$ cat src/rtl/store_buffer.sv
// Store FIFO between MEM and data memory: queues sw/sh/sb stores, drains the oldest per cycle,
// forwards buffered full-word stores to loads and stalls loads that hit a partial store.
module store_buffer #(
   parameter int DEPTH = 4,
   parameter int AW    = 11
) (
   input  logic                     clock,
   input  logic                     reset,
   input  logic                     st_valid,
   output logic                     st_ready,
   input  logic [31:0]              st_addr,
   input  logic [31:0]              st_data,
   input  logic [1:0]               st_option,
   input  logic [31:0]              st_pc,
   input  logic                     ld_valid,
   input  logic [31:0]              ld_addr,
   output logic                     fwd_hit,
   output logic [31:0]              fwd_data,
   output logic                     ld_stall,
   input  logic                     drain_en,
   output logic                     dm_we,
   output logic [31:0]              dm_addr,
   output logic [31:0]              dm_din,
   output logic [1:0]               dm_option,
   output logic [31:0]              dm_pc,
   input  logic                     sync_req,
   output logic                     sync_done,
   output logic [$clog2(DEPTH):0]   count
);

   localparam int PW = $clog2(DEPTH);
   localparam int CW = PW + 1;

   typedef enum logic [1:0] {
      OPT_SW  = 2'b00,
      OPT_SB  = 2'b01,
      OPT_SH  = 2'b10,
      OPT_BAD = 2'b11
   } opt_e;

   typedef struct packed {
      logic [31:0] addr;
      logic [31:0] data;
      logic [31:0] pc;
      opt_e        option;
   } entry_t;

   entry_t           entries [DEPTH];
   logic [DEPTH-1:0] valid;
   logic [PW-1:0]    head_ptr;
   logic [PW-1:0]    tail_ptr;
   logic             push;
   logic             pop;

   assign st_ready  = (count != CW'(DEPTH)) && !sync_req;
   assign push      = st_valid && st_ready && (opt_e'(st_option) != OPT_BAD) && !reset;
   // Gating with reset keeps a pending head from being written during the reset cycle.
   assign pop       = drain_en && (count != '0) && !reset;
   assign sync_done = sync_req && (count == '0);

   assign dm_we     = pop;
   assign dm_addr   = entries[head_ptr].addr;
   assign dm_din    = entries[head_ptr].data;
   assign dm_option = entries[head_ptr].option;
   assign dm_pc     = entries[head_ptr].pc;

   // NOTE: sequential state uses non-blocking assignments so every register samples pre-edge values.
   always_ff @(posedge clock) begin
      if (reset) begin
         head_ptr <= '0;
         tail_ptr <= '0;
         count    <= '0;
         valid    <= '0;
      end else begin
         if (push) begin
            tail_ptr        <= tail_ptr + PW'(1);
            valid[tail_ptr] <= 1'b1;
         end
         if (pop) begin
            head_ptr        <= head_ptr + PW'(1);
            valid[head_ptr] <= 1'b0;
         end
         count <= count + CW'(push) - CW'(pop);
      end
   end

   // NOTE: entry payload is not reset; the valid bits alone decide whether an entry means anything.
   always_ff @(posedge clock) begin
      if (push) begin
         entries[tail_ptr] <= '{addr: st_addr, data: st_data, pc: st_pc, option: opt_e'(st_option)};
      end
   end

   // Walk oldest to youngest from head so the last match seen is the youngest one.
   always_comb begin
      logic [PW-1:0] idx;
      // NOTE: every output of this block gets a default first so no latch is inferred.
      fwd_hit  = 1'b0;
      fwd_data = '0;
      ld_stall = 1'b0;
      idx      = '0;
      for (int i = 0; i < DEPTH; i++) begin
         idx = head_ptr + PW'(i);
         if (valid[idx] && (entries[idx].addr[AW+1:2] == ld_addr[AW+1:2])) begin
            fwd_hit  = (entries[idx].option == OPT_SW);
            ld_stall = (entries[idx].option != OPT_SW);
            fwd_data = (entries[idx].option == OPT_SW) ? entries[idx].data : '0;
         end
      end
      if (!ld_valid) begin
         fwd_hit  = 1'b0;
         ld_stall = 1'b0;
         fwd_data = '0;
      end
   end

   // Load address bits outside the compared word index are intentionally ignored.
   logic ld_addr_unused;
   assign ld_addr_unused = ^{ld_addr[31:AW+2], ld_addr[1:0]};

endmodule

$ cat config.mk
export PLATFORM = sky130hd
export DESIGN_NAME = store_buffer
export DESIGN_NICKNAME = d
export VERILOG_FILES = /design/src/rtl/store_buffer.sv
export SDC_FILE = /design/constraint.sdc
export NUM_CORES = 1
export LEC_CHECK = 0
export ABC_AREA = 0
export BUFFER_PORTS_ARGS = -buffer_cell sky130_fd_sc_hd__buf_2
export CELL_PAD_IN_SITES_DETAIL_PLACEMENT = 0
export CELL_PAD_IN_SITES_GLOBAL_PLACEMENT = 1
export CORE_MARGIN = 3
export CORE_UTILIZATION = 49
export CTS_BUF_LIST = sky130_fd_sc_hd__clkbuf_16
export DETAILED_ROUTE_END_ITERATION = 6
export GPL_TIMING_DRIVEN = 1
export MAX_ROUTING_LAYER = met4
export PLACE_DENSITY_LB_ADDON = 0.1
export SLEW_MARGIN = 20
export SYNTH_ARGS = -nofsm -noshare
export SYNTH_HDL_FRONTEND = slang
export SYNTH_SLANG_ARGS = --single-unit
$ cat constraint.sdc
create_clock -name clock -period 5.5 [get_ports clock]
set_input_delay 1.1 -clock clock [delete_from_list [all_inputs] [get_ports clock]]
set_output_delay 1.1 -clock clock [all_outputs]
set_load 0.005 [all_outputs]
# [Word-level counts from Yosys, hierarchy flattened]
# Memories as Yosys holds them, arrays and structs flattened. A register that Yosys moved wholly into a read port is not among the register bits.
# Index checks and enable logic that the tools add are counted.
# W data, S select, Z words.
[totals] ff_bits=11 ram_bits=392 inputBits=136 mem_count=1
[mem_list] memory="entries" depth=4 width=98 read_ports=4 rd_ports_with_merged_regs=1 write_ports=1 line_no="48" text="entry_t entries [DEPTH];"
[classes] add_sub_neg=6 magnitude_cmp=7 n_eq_ne=6 muxes=38 bitwise=3 reduce_logical=25
[ops] op="$mux W32" count=9
[ops] op="$eq A11 B11 Y1" count=4
[ops] op="$mux W1" count=18
[ops] op="$lt A2 B3 Y1 const B" count=5
[ops] op="$logic_and A1 B1 Y1" count=13
[ops] op="$mux W4" count=3
[ops] op="$bmux W1 S2" count=4
[ops] op="$logic_not A2 Y1" count=4
[ops] op="$reduce_bool A2 Y1" count=4
[ops] op="$add A2 B1 Y2 const B" count=2
[ops] op="$add A2 B2 Y2 const B" count=2
[ops] op="$and A4 B4 Y4" count=1
[ops] op="$demux W1 S2" count=2
[ops] op="$ge A2 B1 Y1 const B" count=2
[ops] op="$mux W2" count=2
[ops] op="$not A4 Y4" count=1
[ops] op="$or A4 B4 Y4" count=1
[ops] op="$add A3 B1 Y3" count=1
[ops] op="$logic_not A3 Y1" count=1
[ops] op="$ne A3 B3 Y1 const B" count=1
[ops] op="$reduce_bool A3 Y1" count=1
[ops] op="$sub A3 B1 Y3" count=1
[ops] op="$logic_not A1 Y1" count=2
[ops] op="$ne A2 B2 Y1 const B" count=1

# [Depth between registers and ports, before layout]
[logic_depth] word_depth=9 ltp_mapped=12 depth_no_buf=10

# [Worst setup path after synthesis]
# No wires, ideal clock.
[synth_timing] path_kind="input port to flip-flop" startpoint="input sync_req" endpoint="memory entries[0][0] (netlist name) (enable)" setup_ps=469 t_arrival_ps=4014 required_ps=5031 setup_slack_ps=1018 stages=4 path_buffers=1 path_cell_list="a21oi_1 -> and4b_1 -> clkbuf_1 -> and2_1"
[synth_via] elab_chain_cells=7
[synth_rtl] item="start: declaration" line_no="26" text="input logic sync_req,"
[synth_rtl] item="$logic_not A1 Y1" line_no="55" text="assign st_ready = (count != CW'(DEPTH)) && !sync_req;"
[synth_rtl] item="$logic_and A1 B1 Y1" line_no="55"
[synth_rtl] item="$logic_and A1 B1 Y1 (3 in series)" line_no="56" text="assign push = st_valid && st_ready && (opt_e'(st_option) != OPT_BAD) && !reset;"
[synth_rtl] item="$mux W1" line_no="89" text="if (push) begin"
[synth_rtl] item="$mux W1 (implied by the code)" line_no="90" text="entries[tail_ptr] <= '{addr: st_addr, data: st_data, pc: st_pc, option: opt_e'(st_option)};"
[synth_rtl] item="end: declaration" line_no="48"
# No other way between the ends.

==> out/metrics.cfg <==
[run_status]
status=completed

[cts]
htree_levels=2
clock_sinks=405
clkTransAtPathRegs_ns=0.05
post-cts-setup-buffer-count=0
cts_inserted_buffers=43
clock_tree.buffer_depth=3
cts_root_buffer=clkbuf_16
clkLatencyLatePin_ns=0.57
ctsHoldBuffers=0
cts_resized=0
cts_tree=done

[power]
clock_power_share=0.311
p_comb_frac=0.301
seqPwrFrac=0.387
leakage_nw=7.44
sw_frac_of_total=0.293
ir_drop_mv=0.331
p_total_mw=9.11
intPower_mw=6.44
p_switching_mw=2.67
powerDensity_nw_per_um2=386

[route]
drt-pass1-iter-count=6
drt_iter0_drc=762
wl_per_cell_um=25.9
drcViolationCount=0
via_count=12400
detail-route-antenna-nets=0
routed_wl_mm=51.5
via_per_inst=6.24

[final_layout]
fin_cells=1987
layout-drive-gt1-share=0.372
fill_cells=3087
seqCellArea_sq_um=12000
fin_nets=1567
multi_input_area_sq_um=7820
syn_to_final_growth_pct=16.3

[placed_design]
globalplace.congestion=0.801
dp_cells=1900
hpwl_mm=31.2
port_buffers=252

[floorplanning]
initial_core_util=0.503
core_sq_um=40300
row_count=73
die_area_sq_um=43900
die_w_um=209
io_pins=274
die_h_um=209

[timing]
hold_viol_final=0
grt_setup_unrepaired=no
tns_ns=0
fmax_mhz=196
slew_headroom=0.340
holdWs_ns=0.556
tightest_slew_ns=0.990
fin_skew_ns=0.00973
setup_violations=0
min_period_over_period=0.928
slew_violations=0
min_period_ns=5.11

[yosys]
async_reset_ff_frac=0
synth-seq-cells=405
ys_types=59
synth_edf_count=392
synth_area_sq_um=20300
synth_top_area_share=0.581
ys_warn_count=0
synthTopCellsByCount=edfxtp_1 (392), mux4_2 (169), mux2i_1 (95)
syn-num-nets=1340
avgSynthCellArea_sq_um=17.0
netlist_instances=1193
synth_area_leaders=edfxtp_1 (58%), mux4_2 (19%), mux2i_1 (4.7%)
post-synth-top-count-cell=edfxtp_1
synth-seq-area-share=0.593
ys.flop_type=edfxtp_1
yosys.area.top_type=edfxtp_1

[worst_setup_path]
path_max_fanout=32
start_kind=register
critPathTopFamily=simple AND/OR/NAND/NOR gates
cp.required_ns=4.40
max_stage_delay_ns=0.61
critPathCaptureType=output pin
cp.arrival_ns=4.01
crit_chain=mux4_2 -> xor2_1 -> nor4_1 -> nand2_1 -> nor4b_4 -> buf_4 -> a311oi_1 -> o21ai_1 -> buf_2
slowest_stage=mux4_2
critical_path_class=reg2out
critPathBufInv=2

[job]
cap_violations=0

[global_route]
gr-total-overflow=0
antenna_found_initial=10
grt_max_degree=79
grt_pass1_vias=13200
grtUsageTotal=0.242
grt_pass1_wl_mm=79.0

[min_path]
hold_class=reg2reg

## layout by cell type (no fill, tap or decap), types with 8 or more instances in the layout
| cell type | synthesis | layout |
|---|---|---|
| clkinv_1 | 0 | 11 |
| nor4b_1 | 33 | 33 |
| inv_1 | 14 | 21 |
| buf_2 | 38 | 252 |
| o21ai_1 | 33 | 31 |
| xnor2_1 | 35 | 34 |
| edfxtp_1 | 392 | 392 |
| clkbuf_16 | 0 | 43 |
| nor3_1 | 15 | 15 |
| buf_12 | 0 | 8 |
| a311oi_1 | 33 | 33 |
| nor2_1 | 52 | 52 |
| o2111ai_1 | 32 | 32 |
| buf_4 | 3 | 24 |
| xor2_1 | 23 | 23 |
| nand2_1 | 38 | 38 |
| mux2i_1 | 95 | 94 |
| diode_2 | 0 | 10 |
| dfxtp_1 | 13 | 10 |
| ha_1 | 10 | 9 |
| mux4_2 | 169 | 169 |
| o22a_1 | 33 | 33 |
## power groups by stage
stage / clock network (mW) / logic [mW] / registers [mW]
detailed placement: 0 / 2.77 / 3.60
CTS: 2.89 / 2.78 / 3.53
global route: 3.02 / 2.96 / 3.54
finish: 2.84 / 2.75 / 3.53
global placement: 0 / 2.76 / 3.59
floorplan: 0 / 2.01 / 3.55
## layer usage
| layer | global-route usage | wire (um) | vias up |
|---|---|---|---|
| li1 | - | - | 5485 |
| met1 | 0.296 | 20200 | 6459 |
| met2 | 0.403 | 26300 | 378 |
| met3 | 0.0625 | 3800 | 86 |
| met4 | 0.0721 | 1240 | 0 |
| met5 | - | 0 | - |
## tightest hold or removal path, stage by stage (launching register included)
cell,delay [ns]
dfxtp_1,0.34
mux2i_1,0.13
nor2_1,0.05
## metrics by stage
| stage | worst slack, ns | cell area [sq um] | util |
|---|---|---|---|
| detailed placement | 0.846 | 22200 | 0.550 |
| finish | 0.394 | 23600 | 0.585 |
| global route | 0.177 | 23600 | 0.585 |
| CTS | 0.332 | 23600 | 0.585 |
| floorplan | 1.02 | 20300 | - |
| global placement | 0.865 | 22200 | 0.550 |
## kinds of logic after synthesis
group / Yosys count / synth area share
flip-flops: 405 / 0.593
multiplexers: 268 / 0.238
AO/OA/AOI/OAI: 168 / 0.0649
AND/OR/NAND/NOR: 167 / 0.0450
buffers and inverters: 116 / 0.0270
XOR/XNOR: 58 / 0.0251
adder cells (fa/ha/maj): 11 / 0.00716
## worst paths after layout
check	slack (ns)	cells past startpoint	endpoint	startpoint
max	0.39	9	fwd_data[7]	register
min	0.56	2	tail_ptr[1]$_SDFFE_PP0N_	tail_ptr[1]$_SDFFE_PP0N_
max reg2reg	2.84	5	entries[3][4]$_DFFE_PP_	count[1]$_SDFF_PP0_
min reg2reg	0.56	2	tail_ptr[1]$_SDFFE_PP0N_	tail_ptr[1]$_SDFFE_PP0N_
## area by class of cell
class / instances / share of cell area
flip-flops and latches: 405 / 0.511
multi-input cells: 672 / 0.331
repair buffers: 284 / 0.0679
clock buffers: 43 / 0.0456
well taps: 525 / 0.0279
clock inverters: 34 / 0.0131
inverters: 14 / 0.00223
diodes: 10 / 0.00106
## sequential cells by signal (all words and copies together) (netlist names), named ones only
signal and cells:
entries 392, valid 4, count 3, head_ptr 2, tail_ptr 2
(Power assumes the default switching activity.)
